$ cat src/rtl/fwd_hazard_ctrl_pkg.sv
// Shared types and constants for the operand forwarding / hazard controller.
// Sizes here describe the default 5-bit register file and two producer stages.
package fwd_hazard_ctrl_pkg;

  localparam int REGW_DEF = 5;
  localparam int NSTG_DEF = 2;

  typedef logic [REGW_DEF-1:0] regbits_t;

  // Width of a forwarding select able to name the register file or any of nstg stages.
  function automatic int sel_width(input int nstg);
    return (nstg < 1) ? 1 : $clog2(nstg + 1);
  endfunction

  localparam int SELW_DEF = sel_width(NSTG_DEF);

  typedef logic [SELW_DEF-1:0] fwsel_t;

  localparam fwsel_t FW_REGFILE = '0;

endpackage

$ cat src/rtl/fwd_hazard_ctrl_mc_scoreboard.sv
// Countdown scoreboard for in-flight multi-cycle writers (mult/div).
// Each entry stays valid for exactly MC_LAT cycles after its start cycle.
module fwd_hazard_ctrl_mc_scoreboard
  import fwd_hazard_ctrl_pkg::*;
#(
  parameter int NSRC    = 2,
  parameter int REGW    = 5,
  parameter int MAXPEND = 2,
  parameter int MC_LAT  = 4
) (
  input  logic                 clk,
  input  logic                 rst_n,
  input  logic                 mc_start,
  input  logic [REGW-1:0]      mc_wsel,
  input  logic                 mc_kill,
  input  logic [NSRC*REGW-1:0] src_reg,
  input  logic [NSRC-1:0]      src_used,
  output logic [NSRC-1:0]      busy,
  output logic                 pend_full,
  output logic                 sb_err
);

  localparam int CW = $clog2(MC_LAT + 1);

  logic [MAXPEND-1:0] valid_q;
  logic [REGW-1:0]    wsel_q [MAXPEND];
  logic [CW-1:0]      cnt_q  [MAXPEND];
  logic               err_q;

  logic [MAXPEND-1:0] alloc_oh;
  logic               alloc_found;
  logic [REGW-1:0]    src;

  assign pend_full = &valid_q;
  assign sb_err    = err_q;

  always_comb begin
    alloc_oh    = '0;
    alloc_found = 1'b0;
    for (int e = 0; e < MAXPEND; e++) begin
      if (!valid_q[e] && !alloc_found) begin
        alloc_oh[e] = 1'b1;
        alloc_found = 1'b1;
      end
    end
  end

  // Busy also covers an op launching this very cycle so its consumer cannot slip past.
  always_comb begin
    busy = '0;
    src  = '0;
    for (int i = 0; i < NSRC; i++) begin
      src = src_reg[i*REGW +: REGW];
      if (src_used[i] && (src != '0)) begin
        for (int e = 0; e < MAXPEND; e++) begin
          if (valid_q[e] && (wsel_q[e] == src)) busy[i] = 1'b1;
        end
        if (mc_start && (mc_wsel == src)) busy[i] = 1'b1;
      end
    end
  end

  always_ff @(posedge clk) begin
    if (!rst_n) begin
      valid_q <= '0;
      err_q   <= 1'b0;
      for (int e = 0; e < MAXPEND; e++) begin
        wsel_q[e] <= '0;
        cnt_q[e]  <= '0;
      end
    end else begin
      for (int e = 0; e < MAXPEND; e++) begin
        if (valid_q[e]) begin
          if (cnt_q[e] > CW'(1)) cnt_q[e] <= cnt_q[e] - CW'(1);
          else                   valid_q[e] <= 1'b0;
        end
      end
      // Kill wins over a same-cycle launch; a retiring entry is still counted as full.
      if (mc_kill) begin
        valid_q <= '0;
      end else if (mc_start && (mc_wsel != '0)) begin
        if (pend_full) begin
          err_q <= 1'b1;
        end else begin
          for (int e = 0; e < MAXPEND; e++) begin
            if (alloc_oh[e]) begin
              valid_q[e] <= 1'b1;
              wsel_q[e]  <= mc_wsel;
              cnt_q[e]   <= CW'(MC_LAT);
            end
          end
        end
      end
    end
  end

endmodule

$ cat src/rtl/fwd_hazard_ctrl.sv
// Forwarding select and stall generation for the EX operand muxes: picks the
// youngest matching producer, flags load-use and multi-cycle hazards, counts stalls.
module fwd_hazard_ctrl
  import fwd_hazard_ctrl_pkg::*;
#(
  parameter int NSRC    = 2,
  parameter int NSTG    = 2,
  parameter int REGW    = 5,
  parameter int MAXPEND = 2,
  parameter int MC_LAT  = 4,
  parameter int CNTW    = 32,
  localparam int SELW   = sel_width(NSTG)
) (
  input  logic                 CLK,
  input  logic                 nRST,
  input  logic                 issue_valid,
  input  logic [NSRC*REGW-1:0] src_reg,
  input  logic [NSRC-1:0]      src_used,
  input  logic [NSTG-1:0]      stg_wen,
  input  logic [NSTG*REGW-1:0] stg_wsel,
  input  logic [NSTG-1:0]      stg_rdy,
  input  logic                 mc_start,
  input  logic [REGW-1:0]      mc_wsel,
  input  logic                 mc_kill,
  output logic [NSRC*SELW-1:0] fw_sel,
  output logic                 stall,
  output logic                 pend_full,
  output logic                 sb_err,
  output logic [CNTW-1:0]      stall_cnt
);

  logic [NSRC-1:0] mc_busy;
  logic [NSRC-1:0] hazard;
  logic [REGW-1:0] src;
  logic [SELW-1:0] sel;
  logic            found;
  logic [CNTW-1:0] cnt_q;

  fwd_hazard_ctrl_mc_scoreboard #(
    .NSRC    (NSRC),
    .REGW    (REGW),
    .MAXPEND (MAXPEND),
    .MC_LAT  (MC_LAT)
  ) u_sb (
    .clk       (CLK),
    .rst_n     (nRST),
    .mc_start  (mc_start),
    .mc_wsel   (mc_wsel),
    .mc_kill   (mc_kill),
    .src_reg   (src_reg),
    .src_used  (src_used),
    .busy      (mc_busy),
    .pend_full (pend_full),
    .sb_err    (sb_err)
  );

  // Only the youngest match is considered; an unready youngest producer never
  // falls through to an older copy of the same register.
  always_comb begin
    fw_sel = '0;
    hazard = '0;
    src    = '0;
    sel    = '0;
    found  = 1'b0;
    for (int i = 0; i < NSRC; i++) begin
      src   = src_reg[i*REGW +: REGW];
      sel   = SELW'(FW_REGFILE);
      found = 1'b0;
      for (int k = 0; k < NSTG; k++) begin
        if (!found && src_used[i] && stg_wen[k] &&
            (stg_wsel[k*REGW +: REGW] != '0) &&
            (stg_wsel[k*REGW +: REGW] == src)) begin
          found = 1'b1;
          sel   = SELW'(k + 1);
          if (!stg_rdy[k]) hazard[i] = 1'b1;
        end
      end
      if (mc_busy[i]) hazard[i] = 1'b1;
      fw_sel[i*SELW +: SELW] = sel;
    end
  end

  assign stall     = issue_valid & (|hazard);
  assign stall_cnt = cnt_q;

  always_ff @(posedge CLK) begin
    if (!nRST) begin
      cnt_q <= '0;
    end else if (stall && (cnt_q != '1)) begin
      cnt_q <= cnt_q + CNTW'(1);
    end
  end

endmodule

$ cat config.mk
export PLATFORM = sky130hd
export DESIGN_NAME = fwd_hazard_ctrl
export DESIGN_NICKNAME = d
export VERILOG_FILES = /design/src/rtl/fwd_hazard_ctrl_pkg.sv /design/src/rtl/fwd_hazard_ctrl_mc_scoreboard.sv /design/src/rtl/fwd_hazard_ctrl.sv
export SDC_FILE = /design/constraint.sdc
export NUM_CORES = 1
export LEC_CHECK = 0
export BUFFER_PORTS_ARGS = -buffer_cell sky130_fd_sc_hd__buf_2
export CAP_MARGIN = 40
export CORE_MARGIN = 10
export CORE_UTILIZATION = 50
export DETAILED_ROUTE_END_ITERATION = 16
export HOLD_SLACK_MARGIN = 0.02
export PLACE_DENSITY = 0.78
export REMOVE_ABC_BUFFERS = 1
export SYNTH_ARGS = -nofsm -noshare
export SYNTH_HDL_FRONTEND = slang
export SYNTH_SLANG_ARGS = --single-unit
$ cat constraint.sdc
create_clock -name CLK -period 3 [get_ports CLK]
set_input_delay 0.15 -clock CLK [delete_from_list [all_inputs] [get_ports CLK]]
set_output_delay 0.15 -clock CLK [all_outputs]
set_load 0.05 [all_outputs]
Word-level counts from Yosys, hierarchy flattened
Memories as Yosys holds them, arrays and structs flattened.
Index checks and enable logic that the tools add are counted.

cells by class
  add/sub/neg operators = 3
  multiply operators = 0
  div/mod/pow operators = 0
  $lt $le $gt $ge = 2
  equality and inequality tests = 11
  shift operators = 0
  mux-type cells = 55
  bitwise gates (word level) = 9
  reduce and logical (&&, ||, !) cells = 37

operators with widths
  operator                                             count
  equality test 5 bit                                  10
  two-way mux 1 bit                                    45
  adder 32 x 1 -> 32 bit (second input constant)       1
  != test 32 bit (second input constant)               1
  logical AND 1 bit                                    25
  nonzero test 5 bit                                   5
  two-way mux 3 bit                                    4
  two-way mux 5 bit                                    2
  two-way mux 2 bit                                    4
  > comparator 3 x 1 -> 1 bit (second input constant)  2
  bitwise OR 1 bit                                     6
  subtractor 3 x 1 -> 3 bit (second input constant)    2
  AND reduction 4 bit                                  1
  OR reduction 2 bit                                   2
  logical NOT 1 bit                                    3
  inverter 1 bit                                       2
  AND reduction 2 bit                                  1
  bitwise AND 1 bit                                    1

word-level totals
  register bits after elaboration = 35
  latch bits = 0
  RAM bits = 16
  memory bits (read-only) = 0
  input bits = 36
  output and inout bits = 39
  logic and storage cells = 122
  memories = 2

memories
  memory       depth  width  read ports  clocked after memory_dff  write ports  RTL line                             RTL
  u_sb.wsel_q  2      5      2           0                         2            fwd_hazard_ctrl_mc_scoreboard.sv:26  logic [REGW-1:0] wsel_q [MAXPEND];
  u_sb.cnt_q   2      3      2           0                         2            fwd_hazard_ctrl_mc_scoreboard.sv:27  logic [CW-1:0] cnt_q [MAXPEND];

Logic depth before layout (Yosys ltp)
Gate-level depths: netlist of the first run.

  depth after elaboration = 14
  depth in mapped cells = 11
  mapped depth without buffers = 8

Hierarchy
A second synthesis of the first run with hierarchy kept.

unflattened totals
  cells, all modules = 378
  area total of the unflattened synthesis = 3305.7 µm²

by module, submodules not included
  module                         times used  cells an instance  area an instance (µm²)  seq. area each (µm²)
  fwd_hazard_ctrl                1           256                2085.8                  640.6
  fwd_hazard_ctrl_mc_scoreboard  1           122                1219.9                  480.5

Worst setup path before layout of the first run
OpenSTA, ideal clock, no wires.

  path type = reg2reg
  start point = register cnt_q[9] (netlist: stall_cnt[9])
  end point = register cnt_q[8] (netlist: stall_cnt[8])
  setup time = 0.115 ns
  data arrival time = 2.413 ns
  required time = 2.885 ns
  slack = 0.472 ns
  stages on the path, launching flop included = 11
  buffers on the path = 2
  period minus slack after synthesis = 2.528 ns
  cell sequence = dfxtp_1 and4_1 and3_1 nand3_1 nor3_2 and3_1 nand2b_1 buf_2 buf_2 nor4_1 o21a_1

between the ends
  longest elaborated chain between the ends = 2

RTL lines
  item                    RTL line               RTL
  start, declared         fwd_hazard_ctrl.sv:37  logic [CNTW-1:0] cnt_q;
  start signal, assigned  fwd_hazard_ctrl.sv:90  cnt_q <= cnt_q + CNTW'(1);
  != test 32 bit          fwd_hazard_ctrl.sv:89  end else if (stall && (cnt_q != '1)) begin
  logical AND 1 bit       fwd_hazard_ctrl.sv:89

No other way between the ends.
A chain may end at the register's enable or synchronous reset.

Final worst setup path of the first run
  start point = register cnt_q[9] (netlist: stall_cnt[9])
  end point = register cnt_q[13] (netlist: stall_cnt[13])

between the ends
  longest elaborated chain between the ends = 2
  elaborated cells on any way between the ends = 3
  classes of those cells = 1 x add/sub; 1 x eq/ne; 1 x reduce/logical

RTL lines
  item
  branches (longest 2 deep; another with adder 32 x 1 -> 32 bit)

Several ways; the timed one is not identified.

==> impl_metrics.tcl, run 1 <==
set metrics [dict create \
    status "completed" \
    synth_async_sr_flop_share_pct 0 \
    vias 2949 \
    worstMarginPinSlew_ps 559 \
    antenna_found_initial 0 \
    clock_latency_ps 310 \
    crit_type "reg -> reg" \
    remaining_drc_errors 0 \
    first_pass_iters 4 \
    overflow 0 \
    fin_crit_ps 2690 \
    final_core_util_pct 58.6 \
    clockBufferDepth 2 \
    p_clk_share_pct 34.2 \
    synth_seq_area_share_pct 34.1 \
    antennaDiodeCount 0 \
    fin_crit_sh_pct 89.8 \
    synth_area_sq_mm 0.00329 \
    intPower_mw 1.03 \
    regArea_sq_mm 0.00112 \
    portBuffers 74 \
    syn-instance-count 379 \
    grt_pass1_vias 2873 \
    rsz0062_at_grt "no" \
    fill_cells 582 \
    routed_wl_um 8060 \
    core_sq_mm 0.00639 \
    die_w_um 101 \
    cts_hold_buf 0 \
    clock_skew_ps 16.4 \
    fmax_mhz 371 \
    cts_tree "yes" \
    synth_edf_count 10 \
    cp-end-kind "register" \
    clock_sinks 51 \
    grt_usage_pct 15.5 \
    synth_cell_types 44 \
    ff2ff_setup_slack_ps 310 \
    dp_slack_ps 300 \
    hp-class "in -> reg" \
    rows 29 \
    fin_hold_ws_ps 97.8 \
    setup_violations 0 \
    required_ps 3180 \
    drt_iter0_drc 158 \
    cts_buffers 5 \
    crit_path_start_kind "register" \
    final_common_cell "buf_2" \
    combPwrFrac_pct 13.1 \
    vias_per_cell 5.73 \
    clkTransAtPathRegs_ps 90 \
    arrival_ps 2880 \
    maxSlewHeadroom_pct 62.4 \
    wl_per_cell_um 15.6 \
    multiInputGateArea_sq_mm 0.00198 \
    maxSlewViolCount 0 \
    cts_setup_buffers 0 \
    seqPwrFrac_pct 52.7 \
    p_leak_nw 1.48 \
    dieArea_sq_mm 0.0102 \
    dp_hpwl_um 6180 \
    die_y_um 101 \
    critPathMaxFanout 22 \
    p_per_area_mw_per_mm2 366 \
    area_delta_synth_final_pct 13.6 \
    setup-tns-final_ps 0 \
    postLayoutSetupSlackWorst_ps 307 \
    layout.nets 478 \
    maxCapViolCount 0 \
    yosys_warnings 0 \
    ant_nets 0 \
    ys.flop_type "dfxtp_1" \
    root_buffer "clkbuf_8" \
    cts_resized 0 \
    globalplace.congestion 0.860 \
    synth-seq-cells 51 \
    start_util_pct 51.5 \
    grt_pass1_wl_um 13400 \
    finalHoldViolCount 0 \
    pin_count 75 \
    ir_drop_mv 0.222 \
    switchingPower_mw 0.338 \
    htree_levels 2 \
    drive_above_1_share_pct 20.5 \
    synth.avg_cell_area_sq_um 8.69 \
    switching_share_pct 24.7 \
    final_cell_mix "buf_2 (74), dfxtp_1 (41), xor2_1 (39)" \
    grt_start_max_net_pins 49 \
]
metal layers:
layer	wire length, um	global-route usage, %
met5	0	0
met4	115	5.04
met2	3780	25.3
met3	767	5.24
met1	3400	18.8
layout make-up:
cell class	count	share of cell area, %
clock inverter	1	0.803
multi-input combinational	293	52.9
clock buffer	7	2.04
timing repair buffer	77	10.8
inverter	9	0.903
tap	77	2.58
sequential	51	30.0
Yosys cell counts, types with 2 or more instances:
master    count  area share, %
o31ai_1      10            2.3
mux2i_1      17            5.2
nand3b_1      2           0.46
edfxtp_1     10            9.1
nand2_1      36            4.1
clkbuf_1      7           0.80
o41ai_1       2           0.53
o21a_1        2           0.46
buf_4         3           0.68
nor2b_1       2           0.38
o311ai_0      2           0.53
nor3_1       11            1.7
xnor2_1      15            4.0
a31oi_1       2           0.38
or4_1        13            3.0
nor4_1       12            2.3
ha_1          5            1.9
and4_1        3           0.80
and2_1        7            1.3
nor3b_1       3           0.68
and3_1        9            1.7
xor2_1       39             10
dfxtp_1      41             25
nor4b_1       3           0.80
buf_2        11            1.7
nor2_1       13            1.5
o21ai_0       8            1.2
nand4_1      10            1.9
nand2b_1     21            4.0
inv_1         8           0.91
nand3_1      15            2.3
buf_6         5            1.7
a21oi_1      19            2.9
or3_1         3           0.57
critical path, cell delays in order (launching register included):
cell	delay [ps]
dfxtp_1	440
and4_1	280
and3_1	240
nand3_1	120
nor3_2	290
and3_2	380
nand2b_1	300
buf_4	300
nor3_1	90
mux2i_1	120
stage by stage:
stage	power, mW	instances	area (sq um)
global placement	0.909	507	3630
finish	1.37	515	3740
CTS	1.38	515	3740
global route	1.43	515	3740
detailed placement	0.917	507	3630
floorplan	0.832	353	3130
power groups by stage:
stage	Combinational (mW)	Sequential, mW	Clock, mW
floorplan	0.0951	0.737	0
global placement	0.172	0.737	0
detailed placement	0.179	0.737	0
CTS	0.180	0.721	0.477
global route	0.200	0.723	0.506
finish	0.179	0.721	0.469
registers in the layout, summed over array words and instances, names as in the netlist:
register      cells
stall_cnt        32
u_sb.wsel_q      10
u_sb.cnt_q        6
u_sb.valid_q      2
u_sb.sb_err       1
path summary, 6_finish.rpt:
path / endpoint / depth (start not counted) / from
setup / recovery: stall_cnt[13]$_SDFFE_PN0P_ / 9 / stall_cnt[9]$_SDFFE_PN0P_
hold / removal: u_sb.valid_q[0]$_SDFF_PP0_ / 2 / mc_kill
setup reg to reg: stall_cnt[13]$_SDFFE_PN0P_ / 9 / stall_cnt[9]$_SDFFE_PN0P_
hold reg to reg: u_sb.sb_err$_SDFFE_PN0P_ / 2 / u_sb.sb_err$_SDFFE_PN0P_
cells by family (layout without fill, tap and decap cells):
logic type               after synthesis  in the layout  share of synthesized area (%)
AO/OA/AOI/OAI                         49             49                           9.31
multiplexers                          17             17                           5.17
AND/OR/NAND/NOR                      168            168                           29.3
buffers and inverters                 35             94                           5.89
XOR/XNOR                              54             54                           14.4
flip-flops                            51             51                           34.1
adder cells (fa/ha/maj)                5              5                           1.90
(Power assumes the default switching activity.)
==> run 2, diff against run 1 <==
--- a/config.mk
+++ b/config.mk
@@ -8,10 +8,11 @@
 export BUFFER_PORTS_ARGS = -buffer_cell sky130_fd_sc_hd__buf_2
 export CAP_MARGIN = 40
 export CORE_MARGIN = 10
-export CORE_UTILIZATION = 50
+export CORE_UTILIZATION = 55
 export DETAILED_ROUTE_END_ITERATION = 16
+export GPL_TIMING_DRIVEN = 0
 export HOLD_SLACK_MARGIN = 0.02
-export PLACE_DENSITY = 0.78
+export PLACE_DENSITY = 0.84
 export REMOVE_ABC_BUFFERS = 1
 export SYNTH_ARGS = -nofsm -noshare
 export SYNTH_HDL_FRONTEND = slang
==> impl_metrics.tcl, run 2 (synthesized netlist as in run 1, its figures left out) <==
set metrics [dict create \
    htree_levels 2 \
    hold_end "u_sb.valid_q[0]$_SDFF_PP0_" \
    fmax_mhz 368 \
    core_sq_mm 0.00585 \
    cts_tree "yes" \
    clock_sinks 51 \
    r2r-end "stall_cnt[8]$_SDFFE_PN0P_" \
    final_core_util_pct 63.8 \
    setup-tns-final_ps 0 \
    clkTransAtPathRegs_ps 100 \
    cts_hold_buf 0 \
    grt_pass1_vias 2834 \
    layout.nets 478 \
    pin_count 75 \
    grt_usage_pct 16.2 \
    cts_buffers 5 \
    remaining_drc_errors 0 \
    antenna_found_initial 0 \
    largest_reg_flops 32 \
    final_cell_mix "buf_2 (74), dfxtp_1 (41), xor2_1 (39)" \
    critPathMaxFanout 22 \
    clockBufferDepth 2 \
    portBuffers 74 \
    grt_start_max_net_pins 44 \
    first_pass_iters 4 \
    final_common_cell "buf_2" \
    dp_slack_ps 214 \
    arrival_ps 2920 \
    postLayoutSetupSlackWorst_ps 285 \
    overflow 0 \
    fin_hold_ws_ps 67.5 \
    reg2reg_from "stall_cnt[9]$_SDFFE_PN0P_" \
    ff2ff_setup_slack_ps 280 \
    start_util_pct 56.3 \
    area_delta_synth_final_pct 13.3 \
    r2r_cells 9 \
    maxSlewHeadroom_pct 50.2 \
    design_area_sq_mm 0.00373 \
    die_y_um 97.4 \
    ir_drop_mv 0.264 \
    hp-class "in -> reg" \
    rsz0062_at_grt "no" \
    place_inst 505 \
    hold_start "mc_kill" \
    maxSlewViolCount 0 \
    clock_latency_ps 310 \
    p_per_area_mw_per_mm2 353 \
    drive_above_1_share_pct 20.8 \
    vias_per_cell 5.80 \
    globalplace.congestion 0.910 \
    hold_depth 2 \
    die_w_um 97.4 \
    cp-end-kind "register" \
    dp_hpwl_um 6170 \
    setup_violations 0 \
    fin_cells 513 \
    status "completed" \
    fin_crit_sh_pct 90.5 \
    crit_path_start_kind "register" \
    rows 28 \
    crit_type "reg -> reg" \
    p_leak_nw 1.48 \
    grt_pass1_wl_um 13400 \
    fin_crit_ps 2720 \
    fill_cells 474 \
    ant_nets 0 \
    finalHoldViolCount 0 \
    power_mw 1.32 \
    required_ps 3210 \
    wl_per_cell_um 15.8 \
    drt_iter0_drc 219 \
    maxCapViolCount 0 \
    antennaDiodeCount 0 \
    placed_area_sq_mm 0.00364 \
    worstMarginPinSlew_ps 741 \
    routed_wl_um 8130 \
    clock_skew_ps 11.4 \
    vias 2974 \
    root_buffer "clkbuf_8" \
    dieArea_sq_mm 0.00948 \
]
==> run 2: report_power, final <==
| group | internal (mW) | total (mW) | switching (mW) |
|---|---|---|---|
| clock network | 0.187 | 0.411 | 0.225 |
| logic | 0.0713 | 0.182 | 0.111 |
| registers | 0.711 | 0.722 | 0.0104 |
==> run 2: repair_timing <==
| item | in CTS | in global routing |
|---|---|---|
| buffers inserted | 0 | 0 |
| setup endpoints to repair | 0 | 6 |
| gates resized for setup | 0 | 1 |
| hold endpoints to repair | 0 | 0 |
==> run 2: how the worst max path moves through the flow <==
| stage | depth (start not counted) | endpoint | from |
|---|---|---|---|
| after CTS | 9 | stall_cnt[13]$_SDFFE_PN0P_ | stall_cnt[9]$_SDFFE_PN0P_ |
| after floorplan | 5 | stall | stg_wsel[5] |
| after global placement | 9 | stall_cnt[18]$_SDFFE_PN0P_ | src_reg[4] |
| final | 9 | stall_cnt[8]$_SDFFE_PN0P_ | stall_cnt[9]$_SDFFE_PN0P_ |
| after global routing | 10 | stall | src_reg[0] |
| after detailed placement | 11 | stall_cnt[9]$_SDFFE_PN0P_ | src_reg[4] |
==> run 2: final cells by class <==
cell class | count | area [sq um] | area share (%)
flip-flops and latches | 51 | 1120 | 30.1
well taps | 75 | 93.8 | 2.52
repair buffers | 77 | 412 | 11.0
inverters | 9 | 33.8 | 0.906
clock inverters | 1 | 5.00 | 0.134
clock buffers | 7 | 86.3 | 2.31
multi-input cells | 293 | 1980 | 53.0
==> run 2: critical path: stages (launching register included) <==
cell,delay [ps]
dfxtp_1,460
and4_1,300
and3_1,240
nand3_1,120
nor3_2,310
and3_2,380
nand2b_1,340
buf_8,220
nor4_1,70
o21a_1,160
==> run 2: layer usage <==
| metal | vias to the layer above | global-route usage, % | wire [um] |
|---|---|---|---|
| met5 | - | 0 | 0 |
| met4 | 0 | 4.92 | 87 |
| met3 | 11 | 4.77 | 517 |
| met2 | 91 | 26.6 | 3920 |
| met1 | 1404 | 19.8 | 3600 |
| li1 | 1468 | - | - |
